===== config.mk =====
export PLATFORM = sky130hd
export DESIGN_NAME = adder_tree_acc_ctrl
export DESIGN_NICKNAME = d
export VERILOG_FILES = /design/src/rtl/adder_tree_acc_ctrl.sv
export SDC_FILE = /design/constraint.sdc
export NUM_CORES = 1
export LEC_CHECK = 0
export CORE_ASPECT_RATIO = 0.75
export CORE_MARGIN = 1
export CORE_UTILIZATION = 45
export DETAILED_ROUTE_END_ITERATION = 6
export SYNTH_ARGS = -nofsm -noshare
export SYNTH_HDL_FRONTEND = slang
export SYNTH_SLANG_ARGS = --single-unit
export TNS_END_PERCENT = 20

===== constraint.sdc =====
create_clock -name clk -period 6.31 [get_ports clk]
set_clock_uncertainty 0.2 [all_clocks]
set_input_delay 1.5775 -clock clk [delete_from_list [all_inputs] [get_ports clk]]
set_output_delay 1.5775 -clock clk [all_outputs]
set_load 0.01 [all_outputs]

===== src/rtl/adder_tree_acc_ctrl.sv =====
// Job sequencer for a 25-input pipelined adder tree. It issues product windows, tags them through a
// latency-matched pipe, accumulates channel passes, and queues each result behind credit-based flow control.
module adder_tree_acc_ctrl #(
    parameter int SUM_W      = 22,
    parameter int ACC_W      = 32,
    parameter int TREE_LAT   = 5,
    parameter int CH_W       = 8,
    parameter int OUT_W      = 16,
    parameter int FIFO_DEPTH = 8
) (
    input  logic             clk,
    input  logic             rst_n,
    input  logic             start,
    input  logic [CH_W-1:0]  num_ch,
    input  logic [OUT_W-1:0] num_out,
    output logic             busy,
    output logic             done,
    input  logic             win_valid,
    output logic             win_ready,
    input  logic [SUM_W-1:0] tree_sum,
    output logic             out_valid,
    input  logic             out_ready,
    output logic [ACC_W-1:0] out_data,
    output logic             out_last
);
    localparam int PTR_W = $clog2(FIFO_DEPTH);
    localparam int CRD_W = PTR_W + 1;
    localparam int ENT_W = ACC_W + 1;
    localparam logic [CRD_W-1:0] CRD_FULL = CRD_W'(FIFO_DEPTH);

    typedef enum logic [1:0] {
        ST_IDLE  = 2'd0,
        ST_RUN   = 2'd1,
        ST_DRAIN = 2'd2,
        ST_DONE  = 2'd3
    } state_t;

    function automatic logic [ACC_W-1:0] sext(input logic [SUM_W-1:0] v);
        return {{(ACC_W-SUM_W){v[SUM_W-1]}}, v};
    endfunction

    state_t             state_r;
    state_t             state_nxt_s;
    logic               run_s;
    logic [CH_W-1:0]    ch_last_r;
    logic [OUT_W-1:0]   out_last_idx_r;
    logic [CH_W-1:0]    pass_r;
    logic [OUT_W-1:0]   out_idx_r;
    logic [CRD_W-1:0]   credits_r;
    logic               issue_s;
    logic               pass_last_s;
    logic               job_last_s;
    logic               take_s;
    logic               pop_s;
    logic               push_s;
    logic               pipe_busy_s;
    logic               fifo_empty_s;
    // Index k holds the tag of the window issued k edges ago; index TREE_LAT lines up with tree_sum.
    logic [TREE_LAT:0]  vld_pipe_r;
    logic [TREE_LAT:0]  first_pipe_r;
    logic [TREE_LAT:0]  last_pipe_r;
    logic [TREE_LAT:0]  jlast_pipe_r;
    logic [ACC_W-1:0]   acc_r;
    logic [ACC_W-1:0]   sum_ext_s;
    logic [ACC_W-1:0]   acc_sum_s;
    logic [ACC_W-1:0]   push_data_s;
    logic [ENT_W-1:0]   mem_r [FIFO_DEPTH];
    logic [ENT_W-1:0]   head_s;
    logic [PTR_W-1:0]   wr_ptr_r;
    logic [PTR_W-1:0]   rd_ptr_r;
    logic [CRD_W-1:0]   count_r;

    assign issue_s      = win_valid & win_ready;
    assign pass_last_s  = (pass_r == ch_last_r);
    assign job_last_s   = pass_last_s & (out_idx_r == out_last_idx_r);
    assign take_s       = issue_s & (pass_r == {CH_W{1'b0}});
    assign pop_s        = out_valid & out_ready;
    assign push_s       = vld_pipe_r[TREE_LAT] & last_pipe_r[TREE_LAT];
    assign pipe_busy_s  = |vld_pipe_r;
    assign fifo_empty_s = (count_r == {CRD_W{1'b0}});
    assign sum_ext_s    = sext(tree_sum);
    assign acc_sum_s    = acc_r + sum_ext_s;
    assign push_data_s  = first_pipe_r[TREE_LAT] ? sum_ext_s : acc_sum_s;
    assign head_s       = mem_r[rd_ptr_r];

    // A credit is only needed on pass 0, where a new FIFO slot gets reserved.
    assign win_ready = run_s & ((pass_r != {CH_W{1'b0}}) | (credits_r != {CRD_W{1'b0}}));
    assign out_valid = ~fifo_empty_s;
    assign out_data  = out_valid ? head_s[ACC_W-1:0] : {ACC_W{1'b0}};
    assign out_last  = out_valid & head_s[ACC_W];

    // FSM state register.
    always_ff @(posedge clk or negedge rst_n) begin
        if (!rst_n) begin
            state_r <= ST_IDLE;
        end else begin
            state_r <= state_nxt_s;
        end
    end

    // FSM next-state logic.
    always_comb begin
        state_nxt_s = state_r;
        case (state_r)
            ST_IDLE: begin
                if (start) begin
                    state_nxt_s = (num_out == {OUT_W{1'b0}}) ? ST_DONE : ST_RUN;
                end else begin
                    state_nxt_s = ST_IDLE;
                end
            end
            ST_RUN: begin
                if (issue_s && job_last_s) begin
                    state_nxt_s = ST_DRAIN;
                end else begin
                    state_nxt_s = ST_RUN;
                end
            end
            ST_DRAIN: begin
                if (!pipe_busy_s && fifo_empty_s) begin
                    state_nxt_s = ST_DONE;
                end else begin
                    state_nxt_s = ST_DRAIN;
                end
            end
            ST_DONE: state_nxt_s = ST_IDLE;
            default: state_nxt_s = ST_IDLE;
        endcase
    end

    // FSM output decode.
    always_comb begin
        busy  = 1'b0;
        done  = 1'b0;
        run_s = 1'b0;
        case (state_r)
            ST_IDLE:  busy = 1'b0;
            ST_RUN:   begin busy = 1'b1; run_s = 1'b1; end
            ST_DRAIN: busy = 1'b1;
            ST_DONE:  begin busy = 1'b1; done = 1'b1; end
            default:  busy = 1'b0;
        endcase
    end

    // Job configuration latch plus pass/output counters.
    always_ff @(posedge clk or negedge rst_n) begin
        if (!rst_n) begin
            ch_last_r      <= {CH_W{1'b0}};
            out_last_idx_r <= {OUT_W{1'b0}};
            pass_r         <= {CH_W{1'b0}};
            out_idx_r      <= {OUT_W{1'b0}};
        end else if ((state_r == ST_IDLE) && start) begin
            ch_last_r      <= (num_ch == {CH_W{1'b0}}) ? {CH_W{1'b0}} : (num_ch - CH_W'(1'b1));
            out_last_idx_r <= num_out - OUT_W'(1'b1);
            pass_r         <= {CH_W{1'b0}};
            out_idx_r      <= {OUT_W{1'b0}};
        end else if (issue_s) begin
            if (pass_last_s) begin
                pass_r    <= {CH_W{1'b0}};
                out_idx_r <= out_idx_r + OUT_W'(1'b1);
            end else begin
                pass_r    <= pass_r + CH_W'(1'b1);
            end
        end
    end

    // FIFO slot credits: taken on pass-0 issue, returned on pop.
    always_ff @(posedge clk or negedge rst_n) begin
        if (!rst_n) begin
            credits_r <= CRD_FULL;
        end else begin
            case ({take_s, pop_s})
                2'b10:   credits_r <= credits_r - CRD_W'(1'b1);
                2'b01:   credits_r <= credits_r + CRD_W'(1'b1);
                default: credits_r <= credits_r;
            endcase
        end
    end

    // Tag pipe matched to the tree latency.
    always_ff @(posedge clk or negedge rst_n) begin
        if (!rst_n) begin
            vld_pipe_r   <= {(TREE_LAT+1){1'b0}};
            first_pipe_r <= {(TREE_LAT+1){1'b0}};
            last_pipe_r  <= {(TREE_LAT+1){1'b0}};
            jlast_pipe_r <= {(TREE_LAT+1){1'b0}};
        end else begin
            vld_pipe_r   <= {vld_pipe_r[TREE_LAT-1:0], issue_s};
            first_pipe_r <= {first_pipe_r[TREE_LAT-1:0], (pass_r == {CH_W{1'b0}})};
            last_pipe_r  <= {last_pipe_r[TREE_LAT-1:0], pass_last_s};
            jlast_pipe_r <= {jlast_pipe_r[TREE_LAT-1:0], job_last_s};
        end
    end

    // Channel accumulator, restarted by the first pass of each output.
    always_ff @(posedge clk or negedge rst_n) begin
        if (!rst_n) begin
            acc_r <= {ACC_W{1'b0}};
        end else if (vld_pipe_r[TREE_LAT]) begin
            acc_r <= push_data_s;
        end
    end

    // FIFO pointers and occupancy.
    always_ff @(posedge clk or negedge rst_n) begin
        if (!rst_n) begin
            wr_ptr_r <= {PTR_W{1'b0}};
            rd_ptr_r <= {PTR_W{1'b0}};
            count_r  <= {CRD_W{1'b0}};
        end else begin
            if (push_s) begin
                wr_ptr_r <= wr_ptr_r + PTR_W'(1'b1);
            end
            if (pop_s) begin
                rd_ptr_r <= rd_ptr_r + PTR_W'(1'b1);
            end
            case ({push_s, pop_s})
                2'b10:   count_r <= count_r + CRD_W'(1'b1);
                2'b01:   count_r <= count_r - CRD_W'(1'b1);
                default: count_r <= count_r;
            endcase
        end
    end

    // FIFO storage; contents are masked by out_valid, so no reset is needed.
    always_ff @(posedge clk) begin
        if (push_s) begin
            mem_r[wr_ptr_r] <= {jlast_pipe_r[TREE_LAT], push_data_s};
        end
    end
endmodule


======== Word level (Yosys, flattened, before mapping) ========
Memories as Yosys holds them, arrays and structs flattened.
Cells that the tools add are included.
storage, ports and cells
  bits in registers ....................... 120
  bits in writable memories ............... 264
  output and inout port bits .............. 37
  memories ................................ 1
operators by class
  add/sub/neg operators ................... 11
  equal/unequal tests ..................... 9
  multiplexer cells ....................... 21
  bitwise operators ....................... 9
  reduce and logical (&&, ||, !) cells .... 18
memories
  memory  words  width  read ports  clocked after Yosys merged registers in  wr ports  RTL line  RTL
  mem_r   8      33     1           0                                        1         67        logic [ENT_W-1:0] mem_r [FIFO_DEPTH];
operators by type and width
  cell                                                 number
  2-to-1 mux 32 bit                                    2
  2-to-1 mux 16 bit                                    3
  adder 32 bit                                         1
  2-to-1 mux 8 bit                                     4
  adder 16 x 1 -> 16 bit, second input constant        1
  equality test 16 bit                                 1
  logical NOT 16 bit                                   1
  logical NOT 8 bit                                    2
  case mux 4 bit (2 select lines)                      2
  subtractor 16 x 1 -> 16 bit, second input constant   1
  adder 4 x 1 -> 4 bit, second input constant          2
  adder 8 x 1 -> 8 bit, second input constant          1
  equality test 2 bit, second input constant           4
  equality test 8 bit                                  1
  case mux 2 bit (4 select lines)                      1
  nonzero test 2 bit                                   4
  nonzero test 8 bit                                   1
  subtractor 4 x 1 -> 4 bit, second input constant     2
  subtractor 8 x 1 -> 8 bit, second input constant     1
  AND 1 bit                                            7
  adder 3 x 1 -> 3 bit, second input constant          2
  equality test 2 x 1 -> 1 bit, second input constant  3
  2-to-1 mux 2 bit                                     3
  OR reduction 6 bit                                   1
  11 further kinds                                     17

======== Logic depth before layout (Yosys ltp) ========
Gate-level depths: netlist of run 1.
  depth after elaboration ................. 7
  depth in mapped cells ................... 12

======== Worst setup path after synthesis of run 1 ========
OpenSTA, ideal clock, no wires.
  path kind ............................... input to register
  start point ............................. input port tree_sum[0]
  end point ............................... register acc_r[18]
  library setup time ...................... 68 ps
  arrival ................................. 4297 ps
  required time ........................... 6042 ps
  setup slack ............................. 1745 ps
  stages on the path ...................... 10
  buffers on the path ..................... 0
  path through ............................ ha_1 fa_1 a21o_1 a221oi_2 o211ai_2 a2111oi_2 nor3_1 o21a_1 o31ai_1 mux2_2
between the ends
  longest elaborated chain between the ends .. 2
ends and longest elaborated chain
  item                       RTL line  RTL
  start: declaration         20        input logic [SUM_W-1:0] tree_sum,
  adder 32 bit               82        assign acc_sum_s = acc_r + sum_ext_s;
  2-to-1 mux 32 bit          83        assign push_data_s = first_pipe_r[TREE_LAT] ? sum_ext_s : acc_sum_s;
  named net push_data_s[18]  66        logic [ACC_W-1:0] push_data_s;
  end signal: assignment     198       acc_r <= {ACC_W{1'b0}};
  end signal: assignment     200       acc_r <= push_data_s;
  end: declaration           63        logic [ACC_W-1:0] acc_r;
The timed path passes the listed nets, and every way through them passes these cells.
A chain may end at the register's enable or synchronous reset.

======== Worst setup path in the final report of run 1 ========
  start point ............................. register rd_ptr_r[0]
  end point ............................... output port out_data[5]
between the ends
  longest elaborated chain between the ends .. 2
ends and longest elaborated chain
  item                      RTL line  RTL
  start: declaration        70        logic [PTR_W-1:0] rd_ptr_r;
  start signal: assignment  208       rd_ptr_r <= {PTR_W{1'b0}};
  start signal: assignment  215       rd_ptr_r <= rd_ptr_r + PTR_W'(1'b1);
  memory read (8 x 33 bit)  n/a
  2-to-1 mux 32 bit         89        assign out_data = out_valid ? head_s[ACC_W-1:0] : {ACC_W{1'b0}};
  end: declaration          23        output logic [ACC_W-1:0] out_data,
No other way between the ends.

==> flow_summary.yaml, run 1 <==
run_status:
  status: "complete, no violations"
floorplanning:
  fp.dieH_um: 173
  ios: 88
  initial_core_util_pct: 45.6
  placementRows: 62
  die_w_um: 230
  die_area_um2: 39700
  fp.coreArea_um2: 38300
worst_hold_path:
  hold_class: "flop to flop"
detailed_routing:
  drt-initial-drc-count: 812
  via_per_inst: 5.51
  wirelength_mm: 38.7
  drc: 0
  routedWlPerCell_um: 20.5
  drt_pass1_iterations: 5
  vias: 10400
  ant_nets: 0
logic_synthesis:
  ys_ff_latch: 384
  synth_area_per_cell_um2: 14.1
  synth_top_area_cell: "edfxtp_1"
  syn_nets: 1335
  syn_area_um2: 17500
  async_flop_share_pct: 31.3
  synthTopCellsByArea: "edfxtp_1 (45%), dfrtp_1 (17%), mux4_2 (8.5%), ha_1 (3.1%), xnor2_1 (2.6%)"
  synth.top_cell.area_share_pct: 45.3
  synth-edff-count: 264
  synth-seq-area-share_pct: 62.5
  synth_cell_types: 69
  ys_warn_count: 0
  synth-main-ff-cell: "edfxtp_1"
  syn_inst: 1237
timing:
  slew_headroom_pct: 9.98
  setup_viol: 0
  fin_crit_ns: 5.18
  slew_viol_final: 0
  finalSetupTns_ns: 0
  finalCritPeriodShare_pct: 82.2
  fmax_mhz: 193
  rsz0062_at_grt: "false"
  hold_viol: 0
  worst_slew_pin_slew_ns: 1.34
global_routing:
  grt_pass1_vias: 10500
  grt_usage_pct: 20.2
  antenna_found_initial: 0
  grt_max_degree: 56
  grt_pass1_wl_mm: 61.5
  overflow: 0
worst_setup_path:
  cp-end-kind: "output pin"
  path_class: "flop to output pin"
  cp.buffers_inverters: 2
  crit_required_ns: 4.53
  crit_chain: "buf_4 -> mux4_2 -> mux2i_1 -> nor2_1 -> clkdlybuf4s50_1"
  crit_path_top_delay_cell: "dfrtp_4"
  cpPeakStageDelay_ns: 1.09
  path_max_fanout: 48
  crit_family: "flip-flops"
  crit_arrival_ns: 3.41
  critPathLaunchType: "flop"
cts:
  htree_levels: 2
  numCtsBuffers: 39
  cts_tree: "built"
  root_buffer: "clkbuf_16"
  clock_sinks: 384
  clock_path_buffers: 3
  cts-resized-gates: 0
  clk_latency_ns: 0.53
  hold_buffers: 0
  cts_setup_buffers: 0
  clk_pin_slew_ns: 0.06
final_layout:
  multiInputGateArea_um2: 6290
  fillCellCount: 3230
  finalNetCount: 1443
  syn_to_final_growth_pct: 15.7
  regArea_um2: 10900
  diodes: 0
  drive_gt1_share_pct: 15.1
pwr:
  power.density_nw_per_um2: 485
  fin_total_pwr_mw: 9.81
  ir_worst_vdd_mv: 0.206
  p_leak_nw: 7.47
placement:
  place.port_buffers: 87
  gp_congestion: 0.919
  hpwl_mm: 25.5
run:
  max_cap_violations: 0
cell usage in the layout (no fill, tap or decap), types with 27 or more instances in the layout:
| cell type | Yosys | layout |
|---|---|---|
| edfxtp_1 | 264 | 264 |
| dfrtp_1 | 119 | 115 |
| nor2_1 | 109 | 103 |
| nand2_1 | 97 | 97 |
| clkdlybuf4s50_1 | 0 | 86 |
| o21ai_0 | 80 | 80 |
| mux4_2 | 66 | 66 |
| xnor2_1 | 52 | 52 |
| ha_1 | 44 | 44 |
| mux2i_1 | 39 | 39 |
| clkbuf_16 | 0 | 39 |
| xor2_1 | 38 | 38 |
| a21oi_1 | 33 | 33 |
| buf_4 | 2 | 32 |
| mux2_2 | 27 | 27 |
cells by family (layout without fill, tap and decap cells):
kind of cell,Yosys count,in the layout,share of synthesized area [%]
AO/OA/AOI/OAI,188,188,6.63
XOR/XNOR,90,90,4.51
adder cells (fa/ha/maj),47,47,3.49
buffers and inverters,73,210,1.90
flip-flops,384,384,62.5
multiplexers,132,132,12.5
AND/OR/NAND/NOR,323,323,8.51
report_power, final:
group | switching, mW | internal, mW
combinational | 2.05 | 1.71
clock | 0.940 | 1.25
sequential | 0.387 | 3.48
cells in the mapped netlist, types with 3 or more instances:
cell,instances
edfxtp_1,264
dfrtp_1,119
nor2_1,109
nand2_1,97
o21ai_0,80
mux4_2,66
xnor2_1,52
ha_1,44
mux2i_1,39
xor2_1,38
clkbuf_1,37
a21oi_1,33
mux2_2,27
nand3_1,22
inv_1,21
nand4_1,16
a21o_1,15
nand2b_1,13
nor3_1,13
a31oi_1,11
and2_1,10
nor4_1,9
and3_1,8
buf_1,8
nor2b_1,8
o31ai_1,7
o21a_1,4
or4_1,4
a211oi_1,3
fa_1,3
o211ai_1,3
o21ai_1,3
o21bai_1,3
layout make-up:
cell class / count / area share (%)
well taps: 512 / 3.16
multi-input cells: 780 / 31.1
repair buffers: 118 / 5.44
flip-flops and latches: 384 / 54.0
clock buffers: 51 / 5.14
inverters: 22 / 0.408
clock inverters: 19 / 0.742
worst reg2reg max path, delay by kind of cell, from the launching register on:
family | cells | cell delay (ns)
and+or+nand+nor | 1 | 0.17
DFF | 1 | 0.38
xor gates and xnor gates | 1 | 0.13
adders and majority gates | 2 | 0.64
AOI/OAI and AO/OA | 6 | 2.16
flip-flops by register name (all words and copies together), names as in the netlist, 8 cells and up:
register        flops
mem_r             264
out_last_idx_r     16
acc_r              32
ch_last_r           8
pass_r              8
out_idx_r          16
metal layers:
layer / GRT usage [%] / share of wire, % / vias up
met2: 29.1 / 42 / 212
met3: 3.33 / 4.8 / 52
li1: - / - / 4888
met1: 32.0 / 51 / 5235
met5: 0 / 0 / -
met4: 4.39 / 1.6 / 0
path summary, 6_finish.rpt:
| kind | from | endpoint | slack, ns | cells after the start |
|---|---|---|---|---|
| min in group asynchronous | rst_n | out_last_idx_r[15]$_DFFE_PN0P_ | 0.88 | 1 |
| setup / recovery | rd_ptr_r[0]$_DFFE_PN0P_ | out_data[5] | 1.13 | 5 |
| hold / removal | last_pipe_r[3]$_DFF_PN0_ | last_pipe_r[4]$_DFF_PN0_ | 0.15 | 0 |
| hold reg to reg | last_pipe_r[3]$_DFF_PN0_ | last_pipe_r[4]$_DFF_PN0_ | 0.15 | 0 |
| max in group asynchronous | rst_n | credits_r[3]$_DFFE_PN1P_ | 4.06 | 2 |
| setup reg to reg | acc_r[0]$_DFFE_PN0P_ | mem_r[3][22]$_DFFE_PP_ | 2.33 | 10 |
stage by stage:
| step | util [%] | area, µm² | setup slack [ns] | std cells | hold slack, ns |
|---|---|---|---|---|---|
| 6_report | 52.8 | 20200 | 1.13 | 1886 | 0.146 |
| 5_1_grt | 52.8 | 20200 | 0.835 | 1886 | 0.156 |
| 4_1_cts | 52.8 | 20200 | 1.01 | 1886 | 0.147 |
| 3_5_place_dp | 49.7 | 19100 | 0.739 | 1816 | 0.135 |
| 3_3_place_gp | 49.7 | 19100 | 0.811 | 1816 | 0.134 |
| 2_1_floorplan | - | 17500 | 1.75 | 1237 | 0.131 |
(Power assumes the default switching activity.)
==> run 2: changes to the inputs <==
clock period = 5.3 ns   (was 6.31 ns; I/O delays follow)
==> run 2 against run 1 <==
Critical path depth grew 6. Utilization grew 0.51 points. Cell count grew 0.53%. Power grew 22%. Die area is the same. Sequential share of layout area shrank 0.52 points. Count of clock-buffer cells in the layout grew 5. Critical path type is now primary input to flop. Global-route usage grew 0.11 points. Register-to-register slack lost 1.0 ns. Setup slack lost 0.68 ns. Highest routed layer is now met5.
==> flow_summary.yaml, run 2 (synthesized netlist as in run 1, its figures left out) <==
run_status:
  status: "complete, no violations"
cts:
  clock_sinks: 384
  numCtsBuffers: 38
  cts_tree: "built"
  clk_pin_slew_ns: 0.06
  root_buffer: "clkbuf_16"
  cts_setup_buffers: 0
  clk_latency_ns: 0.54
  cts-resized-gates: 0
  clock_path_buffers: 3
  hold_buffers: 0
  htree_levels: 2
timing:
  hold_viol: 0
  rsz0062_at_grt: "false"
  timing.hold.ws_ns: 0.147
  slew_headroom_pct: 15.9
  setup_viol: 0
  worst_slew_pin_slew_ns: 1.25
  slew_viol_final: 0
  fmax_mhz: 206
  fin_crit_ns: 4.85
  finalCritPeriodShare_pct: 91.6
worst_setup_path:
  path_class: "primary input to flop"
  critPathLaunchType: "primary input"
  crit_arrival_ns: 4.88
  path_max_fanout: 8
  cp-end-kind: "flop"
  crit_required_ns: 5.33
global_routing:
  antenna_found_initial: 2
  grt_max_degree: 65
  grt_usage_pct: 20.3
  grt_pass1_vias: 10500
  grt_pass1_wl_mm: 61.6
  overflow: 0
pwr:
  power.density_nw_per_um2: 586
  p_sw_share_pct: 34.1
  fin_total_pwr_mw: 12.0
  p_leak_nw: 7.57
  seqPwrFrac_pct: 37.6
  ir_worst_vdd_mv: 0.244
  p_int_mw: 7.89
  p_switching_mw: 4.09
  pwr-share-comb_pct: 39.2
  clkPwrFrac_pct: 23.2
final_layout:
  layout_common_cells: "edfxtp_1 (264), dfrtp_1 (115), nor2_1 (103)"
  diodes: 0
  layout_commonest_cell: "edfxtp_1"
  regMostFlops: "mem_r"
  fillCellCount: 3233
  largest_register_ffs: 264
  drive_gt1_share_pct: 15.7
  syn_to_final_growth_pct: 16.9
  reg_top3: "mem_r (264), acc_r (32)"
  finalNetCount: 1453
detailed_routing:
  drt-initial-drc-count: 782
  wirelength_mm: 39.2
  vias: 10500
  via_per_inst: 5.52
  ant_nets: 0
  routedWlPerCell_um: 20.7
  drc: 0
  drt_pass1_iterations: 5
run:
  max_cap_violations: 0
floorplanning:
  fp.coreArea_um2: 38300
  ios: 88
  die_w_um: 230
  die_area_um2: 39700
  initial_core_util_pct: 45.6
  placementRows: 62
  fp.dieH_um: 173
placement:
  hpwl_mm: 26.0
  gp_congestion: 0.914
  place.port_buffers: 87
worst_hold_path:
  hold_class: "flop to flop"
==> run 2: power groups by stage <==
stage / Clock (mW) / Sequential, mW / Combinational [mW]
final: 2.78 / 4.50 / 4.70
after global routing: 2.96 / 4.56 / 5.17
after CTS: 2.85 / 4.52 / 4.73
after detailed placement: 0 / 4.57 / 4.72
after global placement: 0 / 4.56 / 4.63
after floorplan: 0 / 4.35 / 3.16
==> run 2: worst max-delay path, cell delays in order <==
cell and delay (ns):
clkdlybuf4s50_1 0.42, ha_1 0.24, fa_1 0.41, a21o_1 0.21
a221oi_2 0.37, o211ai_2 0.20, a2111oi_2 0.52, nor3_1 0.18
a21boi_0 0.23, xor2_1 0.12, o21ai_0 0.64
==> run 2: stage by stage <==
stage / area, µm² / instances / utilization, % / setup slack [ns] / setup TNS [ns]
2_1_floorplan: 17500 / 1237 / - / 0.988 / 0
3_3_place_gp: 19200 / 1827 / 50.0 / 0.0128 / 0
3_5_place_dp: 19200 / 1827 / 50.0 / -0.0557 / -0.445
4_1_cts: 20400 / 1896 / 53.3 / 0.488 / 0
5_1_grt: 20400 / 1896 / 53.3 / 0.193 / 0
6_report: 20400 / 1896 / 53.3 / 0.446 / 0
==> run 2: layout make-up <==
class,instances,area [µm²],area share [%]
clock buffer,56,1070,5.23
clock inverter,13,210,1.03
inverter,22,82.6,0.404
multi-input combinational,780,6290,30.8
sequential,384,10900,53.5
tap,512,641,3.13
timing repair buffer,129,1210,5.91
==> run 2: per-layer routing <==
layer / wire length (µm) / GRT usage, %
met1: 19800 / 32.0
met2: 17000 / 29.3
met3: 1640 / 3.15
met4: 688 / 5.19
met5: 11 / 0
==> run 2: final timing paths <==
path,from,to,slack (ns),cells after the start
max,tree_sum[0],mem_r[0][22]$_DFFE_PP_,0.45,11
min in group asynchronous,rst_n,jlast_pipe_r[4]$_DFF_PN0_,0.66,1
max in group asynchronous,rst_n,acc_r[9]$_DFFE_PN0P_,3.26,2
min,first_pipe_r[2]$_DFF_PN0_,first_pipe_r[3]$_DFF_PN0_,0.15,0
max reg2reg,acc_r[0]$_DFFE_PN0P_,mem_r[0][22]$_DFFE_PP_,1.29,10
min reg2reg,first_pipe_r[2]$_DFF_PN0_,first_pipe_r[3]$_DFF_PN0_,0.15,0
